$ cat src/rtl/aes_round_sequencer_if.sv
// Start/status/control bundle between the AES round sequencer (slave side)
// and the block requester / datapath (master side).
interface aes_round_sequencer_if;
  logic       start;
  logic       busy;
  logic       done;
  logic       KeyMuxSel;
  logic       InputMuxSel;
  logic       FinalRound;
  logic       StateEN;
  logic       SboxInputSelector;
  logic       LoadKeySchedule;
  logic       ShowRcon;
  logic       DoSR;
  logic       KeyRegEn;
  logic [7:0] Rcon;
  logic [3:0] Round;

  modport master (
    output start,
    input  busy, done, KeyMuxSel, InputMuxSel, FinalRound, StateEN,
           SboxInputSelector, LoadKeySchedule, ShowRcon, DoSR, KeyRegEn,
           Rcon, Round
  );

  modport slave (
    input  start,
    output busy, done, KeyMuxSel, InputMuxSel, FinalRound, StateEN,
           SboxInputSelector, LoadKeySchedule, ShowRcon, DoSR, KeyRegEn,
           Rcon, Round
  );
endinterface

$ cat src/rtl/aes_round_sequencer.sv
// AES round sequencer: IDLE/RUN FSM stepping NR rounds of SBOX_LATENCY+2 phases.
// Optional macro AES_SEQ_BACK_TO_BACK_EN lets a new block start in the final phase.
module aes_round_sequencer #(
  parameter int SBOX_LATENCY = 5,
  parameter int NR           = 10
) (
  input  logic                  clk,
  input  logic                  rst,
  aes_round_sequencer_if.slave  bus
);
  localparam int ROUND_LEN = SBOX_LATENCY + 2;
  localparam int PW        = $clog2(ROUND_LEN);
  localparam logic [PW-1:0] LAST_PHASE = PW'(ROUND_LEN - 1);
  localparam logic [PW-1:0] SBOX_PHASE = PW'(2);
  localparam logic [3:0]    LAST_ROUND = 4'(NR);

  if (SBOX_LATENCY < 3 || SBOX_LATENCY > 14) begin : g_bad_sbox_latency
    $error("aes_round_sequencer: SBOX_LATENCY out of range 3..14");
  end
  if (NR < 1 || NR > 14) begin : g_bad_nr
    $error("aes_round_sequencer: NR out of range 1..14");
  end

  typedef enum logic [0:0] {
    IDLE = 1'b0,
    RUN  = 1'b1
  } state_t;

  typedef struct packed {
    logic key_mux_sel;
    logic input_mux_sel;
    logic final_round;
    logic state_en;
    logic sbox_sel;
    logic load_ks;
    logic show_rcon;
    logic do_sr;
    logic key_en;
  } ctl_t;

  function automatic logic [7:0] xtime(input logic [7:0] b);
    return {b[6:0], 1'b0} ^ (b[7] ? 8'h1B : 8'h00);
  endfunction

  function automatic ctl_t decode(input state_t st, input logic [PW-1:0] ph,
                                  input logic [3:0] rnd);
    ctl_t c;
    c = '0;
    if (st == RUN) begin
      c.state_en      = 1'b1;
      c.do_sr         = ph[0] && (ph != LAST_PHASE);
      c.sbox_sel      = (ph == SBOX_PHASE);
      c.key_en        = (ph != SBOX_PHASE);
      c.load_ks       = (ph == {PW{1'b0}}) || (ph == LAST_PHASE);
      c.show_rcon     = (ph == LAST_PHASE);
      c.input_mux_sel = (rnd == 4'd1);
      c.key_mux_sel   = (rnd == 4'd1) && (ph < PW'(2));
      c.final_round   = (rnd == LAST_ROUND);
    end else begin
      c = '0;
    end
    return c;
  endfunction

  state_t        state_r;
  logic [PW-1:0] phase_r;
  logic [3:0]    round_r;
  logic [7:0]    rcon_r;
  logic          busy_r;
  logic          done_r;
  ctl_t          ctl_r;

  state_t        nxt_state_s;
  logic [PW-1:0] nxt_phase_s;
  logic [3:0]    nxt_round_s;
  logic [7:0]    nxt_rcon_s;
  logic          nxt_done_s;

  // Next-state logic: phase/round counters and round-constant stepping.
  always_comb begin
    nxt_state_s = state_r;
    nxt_phase_s = phase_r;
    nxt_round_s = round_r;
    nxt_rcon_s  = rcon_r;
    nxt_done_s  = 1'b0;
    case (state_r)
      IDLE: begin
        if (bus.start) begin
          nxt_state_s = RUN;
          nxt_phase_s = '0;
          nxt_round_s = 4'd1;
          nxt_rcon_s  = 8'h01;
        end else begin
          nxt_state_s = IDLE;
        end
      end
      RUN: begin
        if (phase_r == LAST_PHASE) begin
          if (round_r == LAST_ROUND) begin
            nxt_done_s  = 1'b1;
            nxt_phase_s = '0;
            nxt_rcon_s  = 8'h01;
`ifdef AES_SEQ_BACK_TO_BACK_EN
            if (bus.start) begin
              nxt_state_s = RUN;
              nxt_round_s = 4'd1;
            end else begin
              nxt_state_s = IDLE;
              nxt_round_s = 4'd0;
            end
`else
            nxt_state_s = IDLE;
            nxt_round_s = 4'd0;
`endif
          end else begin
            nxt_phase_s = '0;
            nxt_round_s = round_r + 4'd1;
            nxt_rcon_s  = xtime(rcon_r);
          end
        end else begin
          nxt_phase_s = phase_r + PW'(1);
        end
      end
      default: begin
        nxt_state_s = IDLE;
        nxt_phase_s = '0;
        nxt_round_s = 4'd0;
        nxt_rcon_s  = 8'h01;
      end
    endcase
  end

  // FSM state and registered outputs; controls are decoded from the next state.
  always_ff @(posedge clk) begin
    if (rst) begin
      state_r <= IDLE;
      phase_r <= '0;
      round_r <= 4'd0;
      rcon_r  <= 8'h01;
      busy_r  <= 1'b0;
      done_r  <= 1'b0;
      ctl_r   <= '0;
    end else begin
      state_r <= nxt_state_s;
      phase_r <= nxt_phase_s;
      round_r <= nxt_round_s;
      rcon_r  <= nxt_rcon_s;
      busy_r  <= (nxt_state_s == RUN);
      done_r  <= nxt_done_s;
      ctl_r   <= decode(nxt_state_s, nxt_phase_s, nxt_round_s);
    end
  end

  assign bus.busy              = busy_r;
  assign bus.done              = done_r;
  assign bus.KeyMuxSel         = ctl_r.key_mux_sel;
  assign bus.InputMuxSel       = ctl_r.input_mux_sel;
  assign bus.FinalRound        = ctl_r.final_round;
  assign bus.StateEN           = ctl_r.state_en;
  assign bus.SboxInputSelector = ctl_r.sbox_sel;
  assign bus.LoadKeySchedule   = ctl_r.load_ks;
  assign bus.ShowRcon          = ctl_r.show_rcon;
  assign bus.DoSR              = ctl_r.do_sr;
  // The key register must capture while the sequencer is held in reset.
  assign bus.KeyRegEn          = rst | ctl_r.key_en;
  assign bus.Rcon              = rcon_r;
  assign bus.Round             = round_r;
endmodule

$ cat src/flat_wrapper.sv
// flat-port wrapper written by rule: the top's interface ports become plain ports
module aes_round_sequencer_flat 
#(
  parameter int SBOX_LATENCY = 5,
  parameter int NR           = 10
)
  (clk, rst, bus_start, bus_busy, bus_done, bus_KeyMuxSel, bus_InputMuxSel, bus_FinalRound, bus_StateEN, bus_SboxInputSelector, bus_LoadKeySchedule, bus_ShowRcon, bus_DoSR, bus_KeyRegEn, bus_Rcon, bus_Round);
  aes_round_sequencer_if bus_i ();
  input  logic clk;
  input  logic rst;
  input wire logic [$bits(bus_i.start)-1:0] bus_start;
  output wire logic [$bits(bus_i.busy)-1:0] bus_busy;
  output wire logic [$bits(bus_i.done)-1:0] bus_done;
  output wire logic [$bits(bus_i.KeyMuxSel)-1:0] bus_KeyMuxSel;
  output wire logic [$bits(bus_i.InputMuxSel)-1:0] bus_InputMuxSel;
  output wire logic [$bits(bus_i.FinalRound)-1:0] bus_FinalRound;
  output wire logic [$bits(bus_i.StateEN)-1:0] bus_StateEN;
  output wire logic [$bits(bus_i.SboxInputSelector)-1:0] bus_SboxInputSelector;
  output wire logic [$bits(bus_i.LoadKeySchedule)-1:0] bus_LoadKeySchedule;
  output wire logic [$bits(bus_i.ShowRcon)-1:0] bus_ShowRcon;
  output wire logic [$bits(bus_i.DoSR)-1:0] bus_DoSR;
  output wire logic [$bits(bus_i.KeyRegEn)-1:0] bus_KeyRegEn;
  output wire logic [$bits(bus_i.Rcon)-1:0] bus_Rcon;
  output wire logic [$bits(bus_i.Round)-1:0] bus_Round;
  assign bus_i.start = bus_start;
  assign bus_busy = bus_i.busy;
  assign bus_done = bus_i.done;
  assign bus_KeyMuxSel = bus_i.KeyMuxSel;
  assign bus_InputMuxSel = bus_i.InputMuxSel;
  assign bus_FinalRound = bus_i.FinalRound;
  assign bus_StateEN = bus_i.StateEN;
  assign bus_SboxInputSelector = bus_i.SboxInputSelector;
  assign bus_LoadKeySchedule = bus_i.LoadKeySchedule;
  assign bus_ShowRcon = bus_i.ShowRcon;
  assign bus_DoSR = bus_i.DoSR;
  assign bus_KeyRegEn = bus_i.KeyRegEn;
  assign bus_Rcon = bus_i.Rcon;
  assign bus_Round = bus_i.Round;
  aes_round_sequencer #(.SBOX_LATENCY(SBOX_LATENCY), .NR(NR)) u_core (.clk(clk), .rst(rst), .bus(bus_i));
endmodule
$ cat config.mk
export PLATFORM = sky130hd
export DESIGN_NAME = aes_round_sequencer_flat
export DESIGN_NICKNAME = d
export VERILOG_FILES = /design/src/rtl/aes_round_sequencer_if.sv /design/src/rtl/aes_round_sequencer.sv /design/src/flat_wrapper.sv
export SDC_FILE = /design/constraint.sdc
export NUM_CORES = 1
export LEC_CHECK = 0
export CAP_MARGIN = 20
export CORE_MARGIN = 8
export CORE_UTILIZATION = 45
export CTS_BUF_LIST = sky130_fd_sc_hd__clkbuf_2 sky130_fd_sc_hd__clkbuf_4 sky130_fd_sc_hd__clkbuf_8
export DETAILED_ROUTE_END_ITERATION = 16
export GPL_ROUTABILITY_DRIVEN = 0
export GPL_TIMING_DRIVEN = 0
export PLACE_DENSITY = 0.77
export SLEW_MARGIN = 20
export SYNTH_ARGS = -nofsm -noshare
export SYNTH_HDL_FRONTEND = slang
export SYNTH_SLANG_ARGS = --single-unit
$ cat constraint.sdc
create_clock -name clk -period 3.1 [get_ports clk]
set_input_delay 0.31 -clock clk [delete_from_list [all_inputs] [get_ports clk]]
set_output_delay 0.31 -clock clk [all_outputs]
set_load 0.01 [all_outputs]
== Yosys cells after proc, flatten, opt, wreduce, memory -nomap -nowiden ==
Index checks and enable logic that the tools add are counted.

* Equality and inequality tests: 10
* Bitwise operators: 5
* Mux-type cells: 18
* $lt $le $gt $ge: 1
* Reduce and logical (&&, ||, !) cells: 7
* Add/subtract/negate cells: 2

{| class="wikitable"
|+ Operators by type and width
! operator !! count
|-
| 8-bit two-way mux || 3
|-
| 8-bit one-hot mux with 2 select lines || 1
|-
| 4-bit two-way mux || 3
|-
| 4-bit == test, second input constant || 2
|-
| 4-bit one-hot mux with 2 select lines || 1
|-
| 8-bit bitwise XOR || 1
|-
| 3-bit == test, second input constant || 2
|-
| 3-bit two-way mux || 2
|-
| 6-bit two-way mux || 1
|-
| 3-bit one-hot mux with 2 select lines || 1
|-
| 5-bit two-way mux || 1
|-
| 4-bit by 1-bit adder with 4-bit output, second input constant || 1
|-
| 4-bit by 1-bit == test with 1-bit output, second input constant || 1
|-
| 1-bit two-way mux || 4
|-
| 2-bit != test, second input constant || 2
|-
| 3-bit by 1-bit adder with 3-bit output, second input constant || 1
|-
| 3-bit by 2-bit == test with 1-bit output, second input constant || 1
|-
| 3-bit logical NOT || 1
|-
| 3-bit by 2-bit less-than comparator with 1-bit output, second input constant || 1
|-
| 3-bit by 2-bit != test with 1-bit output, second input constant || 1
|-
| 3-bit != test, second input constant || 1
|-
| 1-bit inverter || 3
|-
| 3-bit OR reduction || 1
|-
| 1-bit logical AND || 2
|-
| other kinds (5) || 5
|}

* Input port bits: 3
* Register bits after elaboration: 26
* Word-level logic and storage cells: 57
* Output and inout port bits: 23

== Logic depth before layout (Yosys ltp) ==
Gate-level depths: netlist of the first run.

* Depth after elaboration: 6
* Depth in mapped cells: 6
* Mapped depth without buffers: 4

== Worst setup path after synthesis of the first run ==
Ideal clock, no wire load.

* Path kind: reg-to-reg
* Start: register u_core.bus.busy (netlist name)
* End: register u_core.ctl_r, in the netlist u_core.bus.FinalRound
* Cell stages (with the launch flop): 7
* Library setup time: 100 ps
* Path buffers: 2
* Arrival: 1292 ps
* Clock period less this slack: 1392 ps
* Path slack: 1708 ps
* Data required time: 3000 ps
* Cells stage by stage: dfxtp_1 buf_6 and4b_1 buf_6 a311oi_2 a21oi_2 a2111oi_4

{| class="wikitable"
|+ RTL lines
! item !! line !! text
|-
| end signal: assignment || aes_round_sequencer.sv:150 || <nowiki>ctl_r <= decode(nxt_state_s, nxt_phase_s, nxt_round_s);</nowiki>
|-
| end: declaration || aes_round_sequencer.sv:71 || <nowiki>ctl_t ctl_r;</nowiki>
|}

== Final worst setup path of the first run ==
* Start: register u_core.round_r[2], in the netlist u_core.bus.Round[2]
* End: output bus_Round[2]

{| class="wikitable"
|+ RTL lines
! item !! line !! text
|-
| start: declaration || aes_round_sequencer.sv:67 || <nowiki>logic [3:0] round_r;</nowiki>
|-
| start signal: assignment || aes_round_sequencer.sv:146 || <nowiki>round_r <= nxt_round_s;</nowiki>
|-
| end: declaration || flat_wrapper.sv:24 || <nowiki>output wire logic [$bits(bus_i.Round)-1:0] bus_Round;</nowiki>
|}

No word-level cell between the ends.

==> flow_summary_export.csv, run 1 <==
group,metric,value,unit
finish,area_growth,26.9,%
clocking,hold_buffers,0,
routing,wl_per_cell,13.8,um
critical_path,critPathArrivalTime,1.47,ns
critical_path,crit_buf_inv,1,
timing,period_share,57.5,%
global_route,grt_pass1_wl,4.20,mm
timing,setup_violations,0,
min_path,hold_path.class,"in -> reg",
finish,most-common-layout-cells,"dfxtp_1, clkdlybuf4s50_1, nor2_1",
power,power_density,380,mW/mm^2
clocking,h-tree-depth,1,
die,dieHeight,66.4,um
critical_path,path_max_fanout,8,
synthesis,ys_seq_area_share,43.7,%
critical_path,slowest_delay,0.61,ns
routing,wirelength,2.46,mm
die,core,0.00245,mm^2
finish,final_common_cell,"dfxtp_1",
critical_path,worst_setup_path_end_kind,"output pin",
clocking,clock-sinks,25,
timing,hold_viol,0,
critical_path,crit_chain,"clkdlybuf4s50_1",
synthesis,yosys.cell_types.count,42,
placement,io_buffer_count,24,
synthesis,synth-seq-cells,25,
timing,max_slew.worst_pin.slew,0.494,ns
clocking,cts_setup_buffers,0,
global_route,grt_overflow,0,
critical_path,critPathRequiredTime,2.79,ns
critical_path,slowest_stage,"clkdlybuf4s50_1",
synthesis,syn-instance-count,120,
routing,dr.pass1.iters,4,
die,io-pin-count,26,
global_route,antenna_found_initial,0,
clocking,worstSkewPairLatency,0.32,ns
clocking,clockBufferDepth,2,
finish,nets,152,
global_route,grt_max_degree,16,
synthesis,avgSynthCellArea,9.54,um^2
power,leakagePower,0.491,nW
placement,dp_hpwl,1.84,mm
die,floorplan.rows,18,
routing,route.vias.total,972,
synthesis,yosys_warnings,0,
synthesis,synth_nets,123,
outcome,outcome,"finished, final reports clean",
global_route,grt_usage,11.6,%
finish,final_layout_size_suffix_gt1_share,14.2,%
critical_path,cp_top_family,"buffers and inverters",
timing,min_period,1.78,ns
power,vdd_drop_max,0.368,mV
clocking,cts_tree,"done",
timing,finalSetupTns,0,ns
global_route,grt_pass1_vias,946,
die,initial_core_util,46.6,%
power,power,0.552,mW
routing,drt_iter0_drc,38,
finish,num_antenna_cells,0,
critical_path,crit_type,"reg -> out",
timing,slew_headroom,67.0,%
critical_path,r2r-start,"u_core.bus.busy",
clocking,clk_transition_reported_paths,0.14,ns
clocking,clock-root-buffer,"clkbuf_4",
routing,drc_errors,0,
timing,max_freq,0.561,GHz
critical_path,cp-start-kind,"flip-flop",
synthesis,syn_area,0.00114,mm^2
timing,finalMaxSlewViolations,0,
critical_path,critical_path.startpoint,"u_core.bus.Round[2]",
routing,ant_nets,0,
clocking,cts.repair.resized,0,
timing,skew,0.00126,ns
die,dieArea,0.00441,mm^2
routing,vias_per_cell,5.46,
flow_run,max_cap_violations,0,
min_path,min_from,"rst",
clocking,numCtsBuffers,3,
die,die_w,66.4,um
timing,rsz0062_at_grt,"no",
finish,fin_util,59.2,%
==> stage by stage <==
stage / cells / area [um^2] / hold WS, ns / setup WS [ns]
floorplan: 120 / 1140 / 0.497 / 1.71
global placement: 174 / 1420 / 0.512 / 1.25
detailed placement: 174 / 1420 / 0.518 / 1.22
CTS: 178 / 1450 / 0.402 / 1.31
global route: 178 / 1450 / 0.422 / 1.27
finish: 178 / 1450 / 0.414 / 1.32
==> cells in the mapped netlist <==
cell	n	share of area [%]
dfxtp_1	25	44
nor2_1	15	4.9
a22oi_1	7	4.6
a21oi_1	6	2.6
clkbuf_1	6	2.0
nand3b_1	6	3.9
nand2_1	3	0.98
nand4b_1	3	2.3
o21ai_0	3	1.3
xor2_1	3	2.3
a211oi_1	2	1.3
a21boi_2	2	2.0
a21oi_2	2	1.5
buf_1	2	0.66
buf_6	2	2.0
inv_1	2	0.66
nand2b_1	2	1.1
nor2_2	2	1.1
nor2b_1	2	1.1
nor3b_1	2	1.3
o21bai_1	2	1.3
a2111oi_4	1	2.4
a211o_4	1	1.5
a311oi_1	1	0.77
a311oi_2	1	1.3
a31oi_1	1	0.55
a41oi_1	1	0.77
and2_1	1	0.55
and4b_1	1	0.87
and4bb_4	1	1.4
buf_2	1	0.44
buf_4	1	0.66
clkbuf_2	1	0.44
inv_2	1	0.33
nor3_1	1	0.44
nor4b_1	1	0.77
o2111ai_1	1	0.77
o211ai_1	1	0.66
o31a_1	1	0.77
o32ai_1	1	0.77
or2_2	1	0.55
or2b_1	1	0.66
==> path summary, 6_finish.rpt <==
check / endpoint / slack [ns] / cells after the start
worst max register to register: u_core.bus.FinalRound / 1.57 / 6
worst max-delay path: bus_Round[2] / 1.32 / 1
worst min register to register: u_core.bus.Rcon[6] / 0.55 / 2
worst min-delay path: u_core.phase_r[0] / 0.41 / 2
==> cells by family after synthesis <==
group	synth area share [%]
AOI/OAI and AO/OA	24.9
buffers and inverters	7.10
DFF	43.7
and+or+nand+nor	22.0
xor gates and xnor gates	2.30
==> sequential cells by signal (all words and copies together), names as in the netlist <==
| signal | flops |
|---|---|
| u_core.bus.FinalRound | 1 |
| u_core.bus.Rcon | 8 |
| u_core.bus.done | 1 |
| u_core.phase_r | 3 |
| u_core.bus.LoadKeySchedule | 1 |
| u_core.bus.busy | 1 |
| u_core.bus.Round | 4 |
| u_core.bus.DoSR | 1 |
| u_core.ctl_r | 1 |
| u_core.bus.SboxInputSelector | 1 |
| u_core.bus.ShowRcon | 1 |
| u_core.bus.KeyMuxSel | 1 |
| u_core.bus.InputMuxSel | 1 |
==> final cells by class <==
class / instances / area (um^2)
fill: 221 / 1000
multi-input combinational: 79 / 563
sequential: 25 / 500
timing repair buffer: 24 / 240
buffer: 13 / 70.1
tap: 30 / 37.5
clock buffer: 3 / 22.5
inverter: 3 / 11.3
clock inverter: 1 / 7.51
==> where the power goes <==
group / switching [mW] / internal, mW
combinational: 0.0352 / 0.0317
sequential: 0.00371 / 0.329
clock: 0.102 / 0.0492
total: 0.141 / 0.410
==> routing by layer <==
metal	vias to the layer above	wire length [um]	GRT usage (%)
met5	-	0	0
met4	0	15	4.80
met3	2	136	3.05
met2	19	1150	19.3
met1	464	1160	13.8
li1	487	-	-
Power figures use the tool's default switching activity.
==> inputs of run 2 (changes only) <==
- clock period: 3.1 -> 1.8 ns (I/O delays scaled with it)
==> results of run 2 <==
The final DEF is identical to that of run 1. Status: finished, final reports clean.
Among the figures that moved: setup slack after placement 1.22 ns -> 0.0521 ns; setup slack after layout 1.32 ns -> 0.147 ns; hold slack 0.414 ns -> 0.284 ns; register-to-register setup slack 1.57 ns -> 0.27 ns; total power 0.552 mW -> 0.950 mW; worst IR drop on VDD 0.368 mV -> 0.635 mV
